<file path="src/rtl/serial_tx_sequencer_pkg.sv">
// Shared encodings for the serial transmit sequencer and its downstream shift register.
// The optional frame-length checker is enabled by defining SERIAL_TX_SEQ_CHECK_EN.
package serial_tx_sequencer_pkg;

    typedef enum logic [1:0] {
        CTRL_NOP     = 2'b00,
        CTRL_SHIFT_L = 2'b01,
        CTRL_SHIFT_R = 2'b10,
        CTRL_LOAD    = 2'b11
    } sr_ctrl_e;

    typedef enum logic [1:0] {
        ST_IDLE  = 2'b00,
        ST_LOAD  = 2'b01,
        ST_SHIFT = 2'b10,
        ST_DONE  = 2'b11
    } seq_state_e;

    // Counter width for a count range, never below one bit.
    function automatic int unsigned cnt_width(input int unsigned value);
        return (value > 32'd1) ? $clog2(value) : 32'd1;
    endfunction

endpackage

</file>
<file path="src/rtl/serial_tx_sequencer_if.sv">
// Handshake and shift-register control bundle between a client, the sequencer and the
// shift register. The slave modport is the sequencer's view.
interface serial_tx_sequencer_if
    import serial_tx_sequencer_pkg::*;
#(
    parameter int N = 8
);
    logic           start;
    logic [N-1:0]   din;
    logic           ready;
    logic           busy;
    logic           done;
    logic           err;
    logic           sr_trigger;
    sr_ctrl_e       sr_ctrl;
    logic [N-1:0]   sr_d;
    logic           sr_last_tick;

    modport master (
        output start, din, sr_last_tick,
        input  ready, busy, done, err, sr_trigger, sr_ctrl, sr_d
    );

    modport slave (
        input  start, din, sr_last_tick,
        output ready, busy, done, err, sr_trigger, sr_ctrl, sr_d
    );
endinterface

</file>
<file path="src/rtl/serial_tx_sequencer_bit_period_counter.sv">
// Modulo-DIV bit-period counter with synchronous clear and terminal-count flag.
module bit_period_counter
    import serial_tx_sequencer_pkg::*;
#(
    parameter  int DIV = 16,
    localparam int CW  = cnt_width(DIV)
) (
    input  logic          clk,
    input  logic          reset,
    input  logic          clr,
    output logic [CW-1:0] count,
    output logic          tc
);
    logic [CW-1:0] count_q;
    logic [CW-1:0] count_d;

    // Next count: clear wins, otherwise wrap at DIV-1.
    always_comb begin
        count_d = count_q;
        if (clr) begin
            count_d = '0;
        end else if (count_q == CW'(DIV - 1)) begin
            count_d = '0;
        end else begin
            count_d = count_q + CW'(1);
        end
    end

    // Count register.
    always_ff @(posedge clk or posedge reset) begin
        if (reset) begin
            count_q <= '0;
        end else begin
            count_q <= count_d;
        end
    end

    assign count = count_q;
    assign tc    = (count_q == CW'(DIV - 1));
endmodule

</file>
<file path="src/rtl/serial_tx_sequencer.sv">
// Drives a start/done parallel-to-serial shift register: one LOAD, then SHIFT_L per bit period.
// Define SERIAL_TX_SEQ_CHECK_EN to add the frame-length checker driving err.
module serial_tx_sequencer
    import serial_tx_sequencer_pkg::*;
#(
    parameter int N   = 8,
    parameter int DIV = 16
) (
    input  logic                 clk,
    input  logic                 reset,
    serial_tx_sequencer_if.slave bus
);
    localparam int CW = cnt_width(DIV);

    seq_state_e     state_q, state_d;
    logic [N-1:0]   hold_q, hold_d;
    logic           trig_q, trig_d;
    sr_ctrl_e       ctrl_q, ctrl_d;
    logic           done_q, done_d;
    logic           ready_q, ready_d;
    logic           busy_q, busy_d;
    logic           err_q, err_d;
    logic           end_q, end_d;
    logic           cnt_clr;
    logic [CW-1:0]  bp_count;
    logic           bp_tc;
    logic           bp_pre;
    logic           frame_end;
    logic           frame_err;

    bit_period_counter #(.DIV(DIV)) u_bit_period_counter (
        .clk   (clk),
        .reset (reset),
        .clr   (cnt_clr),
        .count (bp_count),
        .tc    (bp_tc)
    );

    // Outputs are registered, so the period-end decision is taken one cycle early.
    // last_tick only moves on a trigger, so it is already settled at DIV-2.
    assign bp_pre = (bp_count == CW'(DIV - 2));

`ifdef SERIAL_TX_SEQ_CHECK_EN
    localparam int SW = cnt_width(N);
    logic [SW-1:0] shcnt_q, shcnt_d;
    logic          at_last;
    assign at_last   = (shcnt_q == SW'(N - 1));
    assign frame_end = at_last | bus.sr_last_tick;
    assign frame_err = at_last ^ bus.sr_last_tick;
`else
    assign frame_end = bus.sr_last_tick;
    assign frame_err = 1'b0;
`endif

    // Next-state and next-output logic.
    always_comb begin
        state_d = state_q;
        hold_d  = hold_q;
        trig_d  = 1'b0;
        ctrl_d  = CTRL_NOP;
        done_d  = 1'b0;
        ready_d = 1'b0;
        end_d   = end_q;
        err_d   = err_q;
        cnt_clr = 1'b0;
`ifdef SERIAL_TX_SEQ_CHECK_EN
        shcnt_d = shcnt_q;
`endif
        case (state_q)
            ST_IDLE: begin
                if (bus.start && ready_q) begin
                    state_d = ST_LOAD;
                    hold_d  = bus.din;
                    trig_d  = 1'b1;
                    ctrl_d  = CTRL_LOAD;
                end else begin
                    ready_d = 1'b1;
                end
            end
            ST_LOAD: begin
                cnt_clr = 1'b1;
                end_d   = 1'b0;
                state_d = ST_SHIFT;
`ifdef SERIAL_TX_SEQ_CHECK_EN
                shcnt_d = '0;
`endif
            end
            ST_SHIFT: begin
                if (bp_pre) begin
                    if (frame_end) begin
                        end_d = 1'b1;
                        err_d = err_q | frame_err;
                    end else begin
                        trig_d = 1'b1;
                        ctrl_d = CTRL_SHIFT_L;
`ifdef SERIAL_TX_SEQ_CHECK_EN
                        shcnt_d = shcnt_q + SW'(1);
`endif
                    end
                end else if (bp_tc && end_q) begin
                    state_d = ST_DONE;
                    done_d  = 1'b1;
                end else begin
                    state_d = ST_SHIFT;
                end
            end
            ST_DONE: begin
                state_d = ST_IDLE;
                ready_d = 1'b1;
            end
            default: begin
                state_d = ST_IDLE;
                ready_d = 1'b1;
            end
        endcase
        busy_d = (state_d != ST_IDLE);
    end

    // State and registered outputs.
    always_ff @(posedge clk or posedge reset) begin
        if (reset) begin
            state_q <= ST_IDLE;
            hold_q  <= '0;
            trig_q  <= 1'b0;
            ctrl_q  <= CTRL_NOP;
            done_q  <= 1'b0;
            ready_q <= 1'b1;
            busy_q  <= 1'b0;
            err_q   <= 1'b0;
            end_q   <= 1'b0;
`ifdef SERIAL_TX_SEQ_CHECK_EN
            shcnt_q <= '0;
`endif
        end else begin
            state_q <= state_d;
            hold_q  <= hold_d;
            trig_q  <= trig_d;
            ctrl_q  <= ctrl_d;
            done_q  <= done_d;
            ready_q <= ready_d;
            busy_q  <= busy_d;
            err_q   <= err_d;
            end_q   <= end_d;
`ifdef SERIAL_TX_SEQ_CHECK_EN
            shcnt_q <= shcnt_d;
`endif
        end
    end

    assign bus.ready      = ready_q;
    assign bus.busy       = busy_q;
    assign bus.done       = done_q;
    assign bus.err        = err_q;
    assign bus.sr_trigger = trig_q;
    assign bus.sr_ctrl    = ctrl_q;
    assign bus.sr_d       = hold_q;
endmodule

</file>
<file path="src/flat_wrapper.sv">
// flat-port wrapper written by rule: the top's interface ports become plain ports
module serial_tx_sequencer_flat import serial_tx_sequencer_pkg::*;
#(
    parameter int N   = 8,
    parameter int DIV = 16
)
  (clk, reset, bus_start, bus_din, bus_sr_last_tick, bus_ready, bus_busy, bus_done, bus_err, bus_sr_trigger, bus_sr_ctrl, bus_sr_d);
  serial_tx_sequencer_if #(.N(N)) bus_i ();
  input  logic clk;
  input  logic reset;
  input wire logic [$bits(bus_i.start)-1:0] bus_start;
  input wire logic [$bits(bus_i.din)-1:0] bus_din;
  input wire logic [$bits(bus_i.sr_last_tick)-1:0] bus_sr_last_tick;
  output wire logic [$bits(bus_i.ready)-1:0] bus_ready;
  output wire logic [$bits(bus_i.busy)-1:0] bus_busy;
  output wire logic [$bits(bus_i.done)-1:0] bus_done;
  output wire logic [$bits(bus_i.err)-1:0] bus_err;
  output wire logic [$bits(bus_i.sr_trigger)-1:0] bus_sr_trigger;
  output wire logic [$bits(bus_i.sr_ctrl)-1:0] bus_sr_ctrl;
  output wire logic [$bits(bus_i.sr_d)-1:0] bus_sr_d;
  assign bus_i.start = bus_start;
  assign bus_i.din = bus_din;
  assign bus_i.sr_last_tick = bus_sr_last_tick;
  assign bus_ready = bus_i.ready;
  assign bus_busy = bus_i.busy;
  assign bus_done = bus_i.done;
  assign bus_err = bus_i.err;
  assign bus_sr_trigger = bus_i.sr_trigger;
  assign bus_sr_ctrl = bus_i.sr_ctrl;
  assign bus_sr_d = bus_i.sr_d;
  serial_tx_sequencer #(.N(N), .DIV(DIV)) u_core (.clk(clk), .reset(reset), .bus(bus_i));
endmodule
</file>
<file path="config.mk">
export PLATFORM = sky130hd
export DESIGN_NAME = serial_tx_sequencer_flat
export DESIGN_NICKNAME = d
export VERILOG_FILES = /design/src/rtl/serial_tx_sequencer_pkg.sv /design/src/rtl/serial_tx_sequencer_if.sv /design/src/rtl/serial_tx_sequencer_bit_period_counter.sv /design/src/rtl/serial_tx_sequencer.sv /design/src/flat_wrapper.sv
export SDC_FILE = /design/constraint.sdc
export NUM_CORES = 1
export LEC_CHECK = 0
export CAP_MARGIN = 20
export CORE_MARGIN = 10
export CORE_UTILIZATION = 40
export CTS_CLUSTER_DIAMETER = 200
export DETAILED_ROUTE_END_ITERATION = 10
export PLACE_DENSITY = 0.81
export SETUP_SLACK_MARGIN = 0.02
export SYNTH_ARGS = -nofsm -noshare
export SYNTH_HDL_FRONTEND = slang
export SYNTH_SLANG_ARGS = --single-unit
</file>
<file path="constraint.sdc">
create_clock -name clk -period 2.6 [get_ports clk]
set_clock_uncertainty 0.1 [all_clocks]
set_input_delay 0.26 -clock clk [delete_from_list [all_inputs] [get_ports clk]]
set_output_delay 0.26 -clock clk [all_outputs]
set_load 0.01 [all_outputs]
</file>
Word level (Yosys, flattened, before mapping)
Index checks and enable logic that the tools add are counted.
Word-level totals
  word-level logic and storage cells: 47
  register bits: 21
  output and inout bits: 15
Cells by class
  add/subtract/negate cells: 1
  reductions and logical operators: 7
  equality and inequality tests: 7
  muxes and demuxes: 23
Operators with widths (number)
  $mux 1: 12
  $eq 4x4->1 const B: 2
  $mux 2: 4
  $mux 4: 2
  $pmux 2 s4: 1
  $pmux 1 s2: 3
  $add 4x1->4 const B: 1
  $eq 2x2->1 const B: 2
  $pmux 2 s2: 1
  $reduce_bool 2->1: 2
  $reduce_and 3->1: 1
  $eq 2x1->1 const B: 1
  $logic_and 1x1->1: 2
  $logic_not 2->1: 1
  $ne 2x1->1 const B: 1
  $ne 2x2->1 const B: 1
  $reduce_and 2->1: 1

Logic depth before layout (Yosys ltp)
Gate-level depths: netlist of the first run.
  depth in word-level cells: 6
  gate-level depth with buffers: 5
  depth with buffers taken out: 5

Modules after synthesis
A second synthesis of the first run with hierarchy kept.
Unflattened totals
  cells, all modules: 71
  area, all modules: 905.9 um2
Modules (own cells, without submodules)
  serial_tx_sequencer: cells each 55, seq. area each 401.6 um2, instances 1, area an instance 723.2 um2
  bit_period_counter: cells each 16, seq. area each 100.1 um2, instances 1, area an instance 182.7 um2

Least setup slack after synthesis of the first run
No wires, ideal clock.
  path kind: register to register
  from: reg u_core.state_q[0]
  to: reg u_core.busy_q (netlist: u_core.bus.busy)
  stages on the path, launching flop included: 6
  arrival: 1184 ps
  setup time: 125 ps
  required time: 2375 ps
  setup slack: 1191 ps
  path through: dfrtp_1 inv_1 ha_1 and3b_1 a221oi_2 o21bai_1
On the way
  longest elaborated chain between the ends: 3
  elaborated cells on any way between the ends: 8
RTL lines
  from (decl): line serial_tx_sequencer.sv:15  | seq_state_e state_q, state_d;
  from (signal assigned): line serial_tx_sequencer.sv:135  | state_q <= state_d;
  $eq 2x2->1, or another cell as far along: line serial_tx_sequencer.sv:69  | case (state_q)
  $pmux 2 s4 *: line serial_tx_sequencer.sv:69
  $reduce_bool 2->1 *: line serial_tx_sequencer.sv:116  | busy_d = (state_d != ST_IDLE);
  via u_core.busy_d: line serial_tx_sequencer.sv:21  | logic busy_q, busy_d;
  to (signal assigned): line serial_tx_sequencer.sv:141  | busy_q <= busy_d;
  to (decl): line serial_tx_sequencer.sv:21
Mark *: on every way through the listed nets, which the timed path passes. The rest lies on a longest branch.
A chain may end at the register's enable or synchronous reset.

Worst setup path after layout of the first run
  from: reg u_core.ready_q (netlist: u_core.bus.ready)
  to: out bus_ready
RTL lines
  from (decl): line serial_tx_sequencer.sv:20  | logic ready_q, ready_d;
  from (signal assigned): line serial_tx_sequencer.sv:140  | ready_q <= ready_d;
  to (decl): line flat_wrapper.sv:14  | output wire logic [$bits(bus_i.ready)-1:0] bus_ready;
No word-level cell between the ends.

==> results of run 1 <==
[registers in the layout, summed over array words and instances, names as in the netlist]
name                               cells
u_core.u_bit_period_counter.count      4
u_core.bus.busy                        1
u_core.end_q                           1
u_core.state_q                         2
u_core.bus.ready                       1
u_core.bus.sr_ctrl                     2
u_core.bus.sr_d                        8
u_core.bus.done                        1
[cells by family (layout without fill, tap and decap cells)]
group | Yosys count | after routing | synth area share [%]
other | 1 | 1 | 0.4257
multiplexers | 8 | 8 | 10.23
adder cells (fa/ha/maj) | 7 | 7 | 9.943
AO/OA/AOI/OAI | 7 | 7 | 5.965
flip-flops | 20 | 20 | 56.96
buffers and inverters | 8 | 35 | 4.261
XOR/XNOR | 1 | 1 | 0.9945
AND/OR/NAND/NOR | 16 | 16 | 11.22
[final cells by class]
type	count	area [sq um]	area share [%]
Clock buffer	3	22.52	1.873
Clock inverter	1	30.03	2.497
Inverter	6	22.52	1.873
Multi-Input combinational cell	40	341.6	28.41
Sequential cell	20	501.7	41.73
Tap cell	27	33.78	2.810
Timing Repair Buffer	25	250.2	20.81
[placed cells by master (no fill, tap or decap), types with 2 or more instances in the layout]
master,count
ha_1,7
nand2_1,2
clkbuf_4,3
a21oi_1,3
clkdlybuf4s50_1,25
mux2_2,8
dfrtp_1,19
nor2_1,4
nand2b_1,2
inv_1,6
[routing by layer]
layer  vias to the layer above  global-route usage (%)  wire length (um)
met2                        15                   15.05               968
met1                       287                   7.707               670
met5                         -                       0                 0
met4                         0                   7.692                52
met3                         4                   2.007               104
li1                        282                       -                 -
[report_power, final]
group | switching, mW | internal (mW)
sequential | 0.0904 | 0.443
clock | 0.0945 | 0.156
combinational | 0.222 | 0.302
total | 0.407 | 0.902
[per-stage QoR]
step / total power, mW / cell area, sq um / hold slack, ns
after floorplan: 0.8239 / 880.8 / 0.1231
after global placement: 1.046 / 1150 / 0.3867
after detailed placement: 1.076 / 1150 / 0.3926
after CTS: 1.327 / 1202 / 0.2903
after global routing: 1.398 / 1202 / 0.3246
final: 1.308 / 1202 / 0.2612
[worst min path at each step]
stage | end | slack, ns | depth (start not counted)
floorplan | u_core.bus.busy | 0.12 | 1
global placement | u_core.end_q | 0.39 | 1
detailed placement | u_core.bus.sr_d[3] | 0.39 | 1
CTS | u_core.state_q[1] | 0.29 | 2
global route | u_core.state_q[1] | 0.32 | 2
finish | u_core.state_q[1] | 0.26 | 2
==> metrics.yaml, run 1 <==
placement:
  pre_cts_slack_ns: 1.043
  gp_congestion: 0.7222
  port_buffers: 25
  dp_hpwl_um: 1448
  dp_cells: 118
global_routing:
  overflow: 0
  grt_pass1_wl_um: 2794
  grt_pass1_vias: 609
  antenna_found_initial: 0
  grt_usage_pct: 8.441
  grt_max_degree: 21
sta:
  fmax_ghz: 0.5549
  worst_pin_slew_ns: 0.7192
  finalSetupViolations: 0
  fin_crit_sh_pct: 69.31
  rsz0062_at_grt: "false"
  finalMaxSlewViolations: 0
  fin_setup_tns_ns: 0
  period_minus_slack_ns: 1.802
  finalWorstSetupSlack_ns: 0.7980
  slew_headroom_pct: 52.00
  hold_viol: 0
setup_path:
  cp.depth: 1
  cp.required_ns: 2.24
  cpMaxStageDelayCell: "dfstp_2"
  r2r_cells: 5
  startpoint: "u_core.bus.ready"
  critPathTopFamily: "flip-flops"
  critPathMaxStageDelay_ns: 0.57
  worst_setup_path_end_kind: "output port"
  critical_path.cell_chain: "clkdlybuf4s50_1"
  crit_fanout: 3
  arrival_ns: 1.44
  r2r_start: "u_core.state_q[0]"
  ff2ff_setup_slack_ns: 1.04
  endpoint: "bus_ready"
  crit_type: "reg2out"
  startpoint_type: "flop"
  path_buf_inv: 1
  timing.rr.end: "u_core.bus.busy"
floorplanning:
  rows: 16
  start_util_pct: 43.56
  fp.dieArea_sq_um: 4479
  die_h_um: 66.93
  core-area_sq_um: 2022
  die_w_um: 66.93
  num_io_pins: 27
route:
  drt_wl_total_um: 1795
  viasPerCell: 4.820
  drc: 0
  first_iter_violations: 14
  drt_pass1_iterations: 2
  vias: 588
  antenna_violating_nets_post_route: 0
  wire_per_inst_um: 14.71
synth:
  synth_top_area_share_pct: 53.98
  ys.flop_type: "dfrtp_1"
  ys_top_cells_by_area: "dfrtp_1, mux2_2, ha_1"
  synthesis.area_sq_um: 880.8
  synth_edf_count: 0
  synth_fp_nets: 87
  syn_area_per_cell_sq_um: 12.95
  synth-async-reset-ratio_pct: 100.0
  synth_seq_cells: 20
  yosys.area.top_type: "dfrtp_1"
  synth.distinct_cells: 24
  synth_most_common_cell: "dfrtp_1"
  netlist_top_cells_count: "dfrtp_1, mux2_2, ha_1, inv_1, nor2_1"
  seq_area_frac_synth_pct: 56.96
  yosys_warnings: 0
  syn_inst: 68
clocking:
  h-tree-depth: 1
  clk_latency_ns: 0.30
  clock_path_buffers: 2
  cts_sinks: 20
  path_clk_slew_ns: 0.11
  hold_buffers: 0
  numCtsBuffers: 3
  clockRootBuffer: "clkbuf_4"
  cts_resized: 0
  postCtsSetupBuffers: 0
  cts_tree: "yes"
finish:
  nFillCells: 165
  diodes: 0
  finish.utilization_pct: 59.47
  drive_gt1_share_pct: 18.95
  instances_no_fill: 122
  areaGrowthSynthToFinish_pct: 36.51
  nets: 115
run_status:
  status: "finished clean"
min_path:
  min_path_type: "in2async"
power:
  ir_worst_vdd_v: 0.0004812
  p_leak_nw: 0.5662
  powerDensity_nw_per_um2: 1088
job:
  cap_violations: 0
(Power assumes the default switching activity.)
==> run 2: changes to the inputs <==
Settings changed: PLACE_DENSITY 0.81 to 0.84.
Clock period 2.6 ns to 1.45 ns, I/O delays scaled along.
==> metrics.yaml, run 2 (same netlist as run 1, synthesis figures left out) <==
run_status:
  status: "finished, violations left"
  violations: "negative setup slack"
route:
  drc: 0  # unchanged
  viasPerCell: 4.809  # -0.22%
  antenna_violating_nets_post_route: 0  # unchanged
  vias: 630  # +7.1%
  first_iter_violations: 17  # +3
  drt_wl_total_um: 2053  # +14%
  drt_pass1_iterations: 3  # +1
  wire_per_inst_um: 15.67  # +6.5%
clocking:
  clockRootBuffer: "clkbuf_4"
  hold_buffers: 0  # unchanged
  numCtsBuffers: 3  # unchanged
  clock_path_buffers: 2  # unchanged
  cts_tree: "yes"
  path_clk_slew_ns: 0.11  # about the same
  h-tree-depth: 1  # unchanged
  cts_sinks: 20  # unchanged
  clk_latency_ns: 0.30  # about the same
setup_path:
  r2r_cells: 5  # unchanged
  critPathMaxStageDelay_ns: 0.42  # -0.15 ns
  cp.required_ns: 1.54  # -0.70 ns
  worst_setup_path_end_kind: "flop"
  ff2ff_setup_slack_ns: -0.004  # -1.04 ns
  startpoint_type: "flop"
  r2r_start: "u_core.u_bit_period_counter.count[0]"
  critPathTopFamily: "flip-flops"
  timing.rr.end: "u_core.bus.busy"
  crit_fanout: 4  # +1
  crit_type: "reg2reg"
  arrival_ns: 1.54  # +0.10 ns
  critical_path.cell_chain: "inv_1, ha_2, and4_4, a221oi_4, o21bai_1"
  cpMaxStageDelayCell: "dfrtp_1"
  path_buf_inv: 1  # unchanged
floorplanning:
  die_h_um: 66.93  # unchanged
  rows: 16  # unchanged
  core-area_sq_um: 2022  # unchanged
  die_w_um: 66.93  # unchanged
  num_io_pins: 27  # unchanged
  start_util_pct: 43.56  # unchanged
  fp.dieArea_sq_um: 4479  # unchanged
power:
  p_comb_share_pct: 45.8  # +5.7 points
  powerDensity_nw_per_um2: 1846  # +70%
  p_leak_nw: 0.6496  # +15%
  report.power.total_mw: 2.338  # +79%
  switchingPower_mw: 0.8090  # +99%
  ir_worst_vdd_v: 0.001044  # +120%
  pwr-share-seq_pct: 40.6  # -0.2 points
  clockPowerShare_pct: 13.6  # -5.5 points
  power.internal_mw: 1.529  # +70%
  sw_frac_of_total_pct: 34.60  # +3.5 points
finish:
  finish.utilization_pct: 62.62  # +3.2 points
  final_cell_mix: "dfrtp_1, dlygate4sd2_1, clkdlybuf4s50_1, buf_4, mux2_2"
  final_common_cell: "dfrtp_1"
  nets: 124  # +7.8%
  areaGrowthSynthToFinish_pct: 43.75
  drive_gt1_share_pct: 29.81  # +11 points
  diodes: 0  # unchanged
  nFillCells: 147  # -11%
  largest_reg_flops: 8  # unchanged
global_routing:
  antenna_found_initial: 0  # unchanged
  gr-usage-met2_pct: 15.88  # +0.83 points
  grt_use_met1_pct: 8.942  # +1.2 points
  grt_usage_pct: 9.282  # +0.84 points
  use_met3_pct: 2.508  # +0.50 points
  grt_pass1_vias: 668  # +9.7%
  grt_pass1_wl_um: 3167  # +13%
  overflow: 0  # unchanged
  grt_max_degree: 21  # unchanged
  grt_most_used_layer: "met2"
sta:
  fin_crit_sh_pct: 100.3
  finalSetupViolations: 1  # +1
  rsz0062_at_grt: "true"
  finalMaxSlewViolations: 0  # unchanged
  finalWorstSetupSlack_ns: -0.004168  # -0.8021 ns
  fmax_ghz: 0.6877
  period_minus_slack_ns: 1.454
  hold_viol: 0  # unchanged
min_path:
  min_path_type: "in2async"
placement:
  gp_congestion: 0.7259  # +0.51%
  port_buffers: 25  # unchanged
  dp_hpwl_um: 1515  # +4.6%
  pre_cts_slack_ns: -0.02461  # -1.068 ns
job:
  cap_violations: 0  # unchanged
[run 2: cell types whose count changed in the layout (fill, tap and decap cells not counted), sizes merged]
cell           before  now
clkdlybuf4s50      25   11
dlymetal6s2s        0    1
clkbuf              3    5
buf                 0    9
bufinv              1    0
dlygate4sd2         0   12
[run 2: power groups by stage]
stage	clock network (mW)	registers (mW)	logic, mW
2_1_floorplan	0	1.00	0.473
4_1_cts	0.327	0.940	0.996
6_report	0.318	0.950	1.07
3_5_place_dp	0	0.960	1.03
5_1_grt	0.358	0.976	1.17
3_3_place_gp	0	0.941	0.987
[run 2: timing repair]
item	CTS	global route
gates resized for setup	15	7
buffers inserted	2	2
endpoints found under the setup margin	23	13
pin swaps	1	2
[run 2: layout make-up]
| class | count | area [sq um] | area share [%] |
|---|---|---|---|
| clock buffer | 4 | 36.28 | 2.866 |
| inverter | 6 | 22.52 | 1.779 |
| timing repair buffer | 34 | 300.3 | 23.72 |
| sequential | 20 | 501.7 | 39.62 |
| tap | 27 | 33.78 | 2.668 |
| multi-input combinational | 40 | 371.6 | 29.35 |
[run 2: worst max path at each step]
stage	startpoint	to	slack, ns	depth (start not counted)
5_1_grt	u_core.u_bit_period_counter.count[0]	u_core.bus.busy	-0.08	5
2_1_floorplan	u_core.state_q[0]	u_core.bus.busy	0.04	5
4_1_cts	u_core.u_bit_period_counter.count[0]	u_core.bus.busy	0.007	5
3_5_place_dp	u_core.u_bit_period_counter.count[0]	u_core.bus.busy	-0.02	5
6_report	u_core.u_bit_period_counter.count[0]	u_core.bus.busy	-0.004	5
3_3_place_gp	u_core.u_bit_period_counter.count[0]	u_core.bus.busy	0.005	5
[run 2: worst min-delay path, delay by kind of cell]
family / cells / cell delay, ns
buf+inv: 3 / 0.70
[run 2: layer usage]
metal	routed length, um	up-vias	share of wire (%)
li1	-	298	-
met1	748	309	36
met2	1084	17	53
met3	138	6	6.7
met4	82	0	4.0
met5	0	-	0
[run 2: stage by stage]
stage	instances	setup TNS, ns	instance area (sq um)	hold WS, ns
floorplan	68	0	880.8	0.008089
global placement	123	0	1187	0.3820
detailed placement	123	-0.03234	1187	0.3971
CTS	129	0	1232	0.07622
global route	131	-0.2789	1266	0.09280
finish	131	-0.004168	1266	0.06853
